<file path="src/rtl/fir_filter_16tap_if.sv">
// Sample-stream interface for the 16-tap FIR: qualified input sample in, registered result out.
// The source side drives in_valid/in; the filter side drives out.
interface fir_filter_16tap_if #(
    parameter int DATA_W = 16,
    parameter int OUT_W  = 32
);
    logic                     in_valid;
    logic signed [DATA_W-1:0] in;
    logic signed [OUT_W-1:0]  out;

    modport master (
        output in_valid,
        output in,
        input  out
    );

    modport slave (
        input  in_valid,
        input  in,
        output out
    );
endinterface

</file>
<file path="src/rtl/fir_filter_16tap.sv">
// 16-tap direct-form FIR: one sample per clock, combinational multiply-add tree
// over the post-shift delay line, result registered on each accepted sample.
module fir_filter_16tap #(
    parameter int DATA_W = 16,
    parameter int COEF_W = 16,
    parameter int OUT_W  = 32,
    parameter logic [16*COEF_W-1:0] COEFFS = {
        16'd1, 16'd2, 16'd3, 16'd4, 16'd5, 16'd6, 16'd7, 16'd8,
        16'd8, 16'd7, 16'd6, 16'd5, 16'd4, 16'd3, 16'd2, 16'd1
    }
) (
    input logic             clk,
    input logic             reset,
    fir_filter_16tap_if.slave bus
);
    localparam int TAPS   = 16;
    localparam int PROD_W = DATA_W + COEF_W;
    localparam int ACC_W  = DATA_W + COEF_W + 4;

    logic signed [DATA_W-1:0] x_reg  [TAPS];
    logic signed [DATA_W-1:0] x_next [TAPS];
    logic signed [COEF_W-1:0] h      [TAPS];
    logic signed [PROD_W-1:0] prod   [TAPS];
    logic signed [ACC_W-1:0]  acc;
    logic signed [OUT_W-1:0]  out_reg;
    logic                     acc_unused;

    // h[0] is the leftmost entry of COEFFS and weights the newest sample.
    generate
        for (genvar gi = 0; gi < TAPS; gi++) begin : g_tap
            assign h[gi] = COEFFS[(TAPS-1-gi)*COEF_W +: COEF_W];
            if (gi == 0) begin : g_head
                assign x_next[gi] = bus.in;
            end else begin : g_shift
                assign x_next[gi] = x_reg[gi-1];
            end
            assign prod[gi] = x_next[gi] * h[gi];
        end
    endgenerate

    always_comb begin
        acc = '0;
        for (int k = 0; k < TAPS; k++) begin
            acc = acc + ACC_W'(prod[k]);
        end
    end

    // Guard bits above OUT_W are dropped so the result wraps modulo 2^OUT_W.
    assign acc_unused = ^acc[ACC_W-1:OUT_W];

    always_ff @(posedge clk or negedge reset) begin
        if (!reset) begin
            for (int k = 0; k < TAPS; k++) begin
                x_reg[k] <= '0;
            end
            out_reg <= '0;
        end else if (bus.in_valid) begin
            for (int k = 0; k < TAPS; k++) begin
                x_reg[k] <= x_next[k];
            end
            out_reg <= acc[OUT_W-1:0];
        end
    end

    assign bus.out = out_reg;
endmodule

</file>
<file path="src/flat_wrapper.sv">
// flat-port wrapper written by rule: the top's interface ports become plain ports
module fir_filter_16tap_flat 
#(
    parameter int DATA_W = 16,
    parameter int COEF_W = 16,
    parameter int OUT_W  = 32,
    parameter logic [16*COEF_W-1:0] COEFFS = {
        16'd1, 16'd2, 16'd3, 16'd4, 16'd5, 16'd6, 16'd7, 16'd8,
        16'd8, 16'd7, 16'd6, 16'd5, 16'd4, 16'd3, 16'd2, 16'd1
    }
)
  (clk, reset, bus_in_valid, bus_in, bus_out);
  fir_filter_16tap_if #(.DATA_W(DATA_W), .OUT_W(OUT_W)) bus_i ();
  input logic clk;
  input logic reset;
  input wire logic [$bits(bus_i.in_valid)-1:0] bus_in_valid;
  input wire logic [$bits(bus_i.in)-1:0] bus_in;
  output wire logic [$bits(bus_i.out)-1:0] bus_out;
  assign bus_i.in_valid = bus_in_valid;
  assign bus_i.in = bus_in;
  assign bus_out = bus_i.out;
  fir_filter_16tap #(.DATA_W(DATA_W), .COEF_W(COEF_W), .OUT_W(OUT_W), .COEFFS(COEFFS)) u_core (.clk(clk), .reset(reset), .bus(bus_i));
endmodule
</file>
<file path="config.mk">
export PLATFORM = sky130hd
export DESIGN_NAME = fir_filter_16tap_flat
export DESIGN_NICKNAME = d
export VERILOG_FILES = /design/src/rtl/fir_filter_16tap_if.sv /design/src/rtl/fir_filter_16tap.sv /design/src/flat_wrapper.sv
export SDC_FILE = /design/constraint.sdc
export NUM_CORES = 1
export LEC_CHECK = 0
export ABC_AREA = 1
export CAP_MARGIN = 40
export CORE_MARGIN = 8
export CORE_UTILIZATION = 40
export DETAILED_ROUTE_END_ITERATION = 8
export PLACE_DENSITY = 0.63
export SLEW_MARGIN = 0
export SYNTH_ARGS = -nofsm -noshare
export SYNTH_HDL_FRONTEND = slang
export SYNTH_SLANG_ARGS = --single-unit
</file>
<file path="constraint.sdc">
create_clock -name clk -period 8.8 [get_ports clk]
set_input_delay 1.32 -clock clk [delete_from_list [all_inputs] [get_ports clk]]
set_output_delay 1.32 -clock clk [all_outputs]
set_load 0.03 [all_outputs]
</file>
# Yosys cells after proc, flatten, opt, wreduce, memory -nomap -nowiden
# Index checks and enable logic that the tools add are counted.
[totals] reg_bits=272 input_bits=19 word_cells=39
[op_classes] add_sub_neg=15 mul=8
[op_table] cell="adder 32 x 20 -> 32 bit" count=6
[op_table] cell="adder 32 x 19 -> 32 bit" count=3
[op_table] cell="multiplier 16 x 4 -> 20 bit (second input constant)" count=4
[op_table] cell="multiplier 16 x 3 -> 19 bit (second input constant)" count=4
[op_table] cell="adder 32 x 18 -> 32 bit" count=2
[op_table] cell="adder 32 x 16 -> 32 bit" count=1
[op_table] cell="adder 32 x 17 -> 32 bit" count=1
[op_table] cell="adder 18 x 19 -> 20 bit" count=1
[op_table] cell="adder 16 x 17 -> 18 bit" count=1

# Depth between registers and ports, before layout
[logic_depth] depth_word=15 ltp_mapped=40

# Worst setup path after synthesis
# Ideal clock, no wire load.
[synth_path] path_kind="input to register" startpoint="in bus_in[2]" endpoint="reg u_core.out_reg[26] (netlist: u_core.bus.out[26])" setup_time_ns=0.118 t_arrival_ns=8.252 path_slack_ns=0.430 stages=34 path_cell_list="inv_1 fa_1 fa_1 inv_1 ha_1 inv_1 fa_1 o21ai_2 nand2_1 nand2_1 a21oi_1 xor2_1 fa_1 inv_1 fa_1 inv_1 fa_1 fa_1 fa_1 inv_1 fa_1 inv_1 fa_1 inv_1 ha_1 nand2_1 nor2_1 nand2_1 nor2_1 nand2_1 nand3_1 nand2_1 nand3_2 nand2_1"
[synth_via] elab_chain_cells=15
[synth_lines] item="start, declared" line_no="flat_wrapper.sv:17" text="input wire logic [$bits(bus_i.in)-1:0] bus_in;"
[synth_lines] item="adder 16 x 17 -> 18 bit" line_no="fir_filter_16tap.sv:44" text="acc = acc + ACC_W'(prod[k]);"
[synth_lines] item="adder 18 x 19 -> 20 bit" line_no="fir_filter_16tap.sv:44"
[synth_lines] item="adder 32 x 18 -> 32 bit" line_no="fir_filter_16tap.sv:44"
[synth_lines] item="adder 32 x 20 -> 32 bit (3 in a row)" line_no="fir_filter_16tap.sv:44"
[synth_lines] item="adder 32 x 19 -> 32 bit (2 in a row)" line_no="fir_filter_16tap.sv:44"
[synth_lines] item="adder 32 x 20 -> 32 bit (3 in a row)" line_no="fir_filter_16tap.sv:44"
[synth_lines] item="adder 32 x 18 -> 32 bit" line_no="fir_filter_16tap.sv:44"
[synth_lines] item="adder 32 x 19 -> 32 bit" line_no="fir_filter_16tap.sv:44"
[synth_lines] item="adder 32 x 17 -> 32 bit" line_no="fir_filter_16tap.sv:44"
[synth_lines] item="adder 32 x 16 -> 32 bit" line_no="fir_filter_16tap.sv:44"
[synth_lines] item="end signal, assigned" line_no="fir_filter_16tap.sv:61" text="out_reg <= acc[OUT_W-1:0];"
[synth_lines] item="end, declared" line_no="fir_filter_16tap.sv:25" text="logic signed [OUT_W-1:0] out_reg;"
# Every way passes these cells.
# A chain may end at the register's enable or synchronous reset.

# Final worst setup path
[layout_path] startpoint="in bus_in[6]" endpoint="reg u_core.out_reg[24] (netlist: u_core.bus.out[24])"
# The elaborated chain is that of the path after synthesis.

==> flow_summary_export.csv <==
group,metric,value,unit
timing,finClkSkew,0.0331,ns
clock_network,insertion_delay,0.58,ns
global_routing,grt_overflow,0,
route,vias,18000,
worst_setup_path,reg2reg_depth,38,
yosys,synthTopCellsByArea,"fa_1 29%, dfrtp_1 26%, inv_1 11%, ha_1 11%, nand2_1 8.9%",
yosys,netlist_top_cells_count,"784 x inv_1, 611 x nand2_1, 379 x fa_1",
global_routing,grt_first_pass_wirelength,104000,µm
timing,tightest_slew,1.02,ns
worst_setup_path,crit_slowest_cell,"fa_2",
timing,finalSetupViolCount,0,
yosys,syn_inst,2881,
place,gp_congestion,0.855,
yosys,netlist_area,25800,µm²
worst_setup_path,arrival,8.99,ns
yosys,yosysMostFrequentCell,"inv_1",
final_layout,seqCellArea,6810,µm²
place,io_buffers,50,
global_routing,antenna_found_initial,0,
floorplanning,coreArea,64000,µm²
route,vias_per_cell,4.60,
worst_setup_path,end_kind,"register",
flow_run,cap_violations,0,
place,dp_cells,3839,
run_status,status,"complete, no violations",
global_routing,grt_start_max_net_pins,182,
worst_setup_path,required,9.26,ns
timing,slew_headroom,0.317,
route,drc,0,
clock_network,root_buffer,"clkbuf_16",
worst_setup_path,crit_top_cell,"nand2_1",
worst_hold_path,min_path_type,"reg2reg",
final_layout,drive_above_1_share,0.0912,
timing,hold_viol_final,0,
final_layout,fin_nets,3653,
final_layout,fill_cells,6177,
route,dr.pass1.iters,5,
place,dp_hpwl,49000,µm
yosys,synth_edf_count,0,
final_layout,largest_register_ffs,240,
clock_network,cts_sinks,272,
floorplanning,dieWidth,270,µm
place,dpl_cell_area,28000,µm²
final_layout,fin_cells,3902,
yosys,synth_top_area_frac,0.295,
yosys,ys_types,33,
worst_setup_path,critPathTopFamily,"adder cells",
worst_setup_path,critPathLaunchType,"input port",
floorplanning,pin_count,51,
yosys,ys_ff_latch,272,
yosys,seq_area_frac_synth,0.264,
clock_network,cts_buffers,36,
clock_network,cts_tree,"done",
clock_network,cts_buffer_depth,3,
final_layout,syn_to_final_growth,15.3,%
route,ant_nets,0,
yosys,syn-num-nets,3510,
worst_setup_path,path_buf_inv,7,
final_layout,multi_input_area,16200,µm²
route,wirelength,61900,µm
final_layout,stdcell_area,29700,µm²
yosys,synth_area_leader_cell,"fa_1",
route,wire_per_inst,15.9,µm
worst_setup_path,max_stage_delay,0.64,ns
route,drt_iter0_drc,1081,
timing,fmax,117,MHz
global_routing,grt_pass1_vias,19300,
timing,drv_slew,0,
yosys,synth_area_per_cell,8.94,µm²
yosys,ys.warnings.count,0,
floorplanning,row_count,93,
global_routing,track_usage,0.178,
yosys,synth-async-reset-ratio,1.00,
clock_network,h-tree-depth,2,
yosys,synth_ff_type,"dfrtp_1",
worst_setup_path,cp_max_fo,3,
worst_setup_path,path_depth,33,
worst_hold_path,hold_depth,2,
final_layout,diodes,0,
clock_network,clk_pin_slew,0.06,ns
timing,post-route-period-util,0.970,
worst_setup_path,path_class,"in2reg",
floorplanning,start_util,0.402,
floorplanning,dieArea,72800,µm²
timing,fin_crit,8.53,ns
floorplanning,die_y,270,µm
-- per-layer routing --
| layer | wire (µm) | share of wire | vias to the layer above | global-route usage |
|---|---|---|---|---|
| met3 | 1940 | 0.031 | 95 | 0.0216 |
| met5 | 0 | 0 | - | 0 |
| met2 | 31800 | 0.51 | 274 | 0.321 |
| met4 | 1930 | 0.031 | 0 | 0.0547 |
| met1 | 26200 | 0.42 | 8788 | 0.219 |
| li1 | - | - | 8808 | - |
-- area by class of cell --
| cell class | count | area share |
|---|---|---|
| timing repair buffer | 165 | 0.0488 |
| sequential | 272 | 0.229 |
| tap | 855 | 0.0360 |
| multi-input combinational | 1763 | 0.545 |
| inverter | 786 | 0.0995 |
| clock inverter | 17 | 0.00868 |
| clock buffer | 44 | 0.0330 |
-- cells in the final DEF (no fill, tap or decap), drive strengths merged, types with 14 or more instances in the layout --
cell type	count
buf	117
xnor2	20
ha	231
o21ai	256
inv	786
nor2	66
nand2	621
nand3	64
fa	379
nand3b	14
dfrtp	272
xor2	25
clkdlybuf4s50	36
clkbuf	44
a21oi	58
-- repair_timing --
item,4_1_cts,5_1_grt
pin swaps,6,33
cloned,0,0
hold buffers,0,0
endpoints found under the setup margin,20,24
buffers inserted,0,2
resized for setup,15,99
-- path summary, 6_finish.rpt --
path / startpoint / end / slack, ns
max: bus_in[6] / u_core.bus.out[24]$_DFFE_PN0P_ / 0.27
min: u_core.x_next[120]$_DFFE_PN0P_ / u_core.x_next[104]$_DFFE_PN0P_ / 0.47
max reg2reg: u_core.x_next[215]$_DFFE_PN0P_ / u_core.bus.out[24]$_DFFE_PN0P_ / 0.57
min reg2reg: u_core.x_next[120]$_DFFE_PN0P_ / u_core.x_next[104]$_DFFE_PN0P_ / 0.47
max in group asynchronous: reset / u_core.bus.out[25]$_DFFE_PN0P_ / 6.72
min in group asynchronous: reset / u_core.x_next[210]$_DFFE_PN0P_ / 0.75
-- cell families after synthesis --
| kind of cell | Yosys count | share of synthesized area |
|---|---|---|
| AOI/OAI and AO/OA | 327 | 0.0652 |
| xor gates and xnor gates | 45 | 0.0153 |
| adders and majority gates | 610 | 0.407 |
| buffers and inverters | 846 | 0.125 |
| DFF | 272 | 0.264 |
| and+or+nand+nor | 781 | 0.123 |
-- tightest hold or removal path: stages (launching register included) --
cell and delay [ns]:
dfrtp_1 0.34, nand2_1 0.04, o21ai_0 0.07
-- metrics by stage --
stage / hold slack, ns / utilization / TNS, ns / setup slack [ns]
after floorplan: 0.450 / - / 0 / 0.430
after global placement: 0.456 / 0.436 / -15.00 / -0.686
after detailed placement: 0.462 / 0.437 / -16.33 / -0.769
after CTS: 0.467 / 0.457 / 0 / 0.0165
after global routing: 0.479 / 0.464 / -0.0785 / -0.0262
final: 0.474 / 0.464 / 0 / 0.267
Power is left out: the tool's default activity adds up to more than one toggle a clock period on the data nets, which glitch-free logic cannot reach.
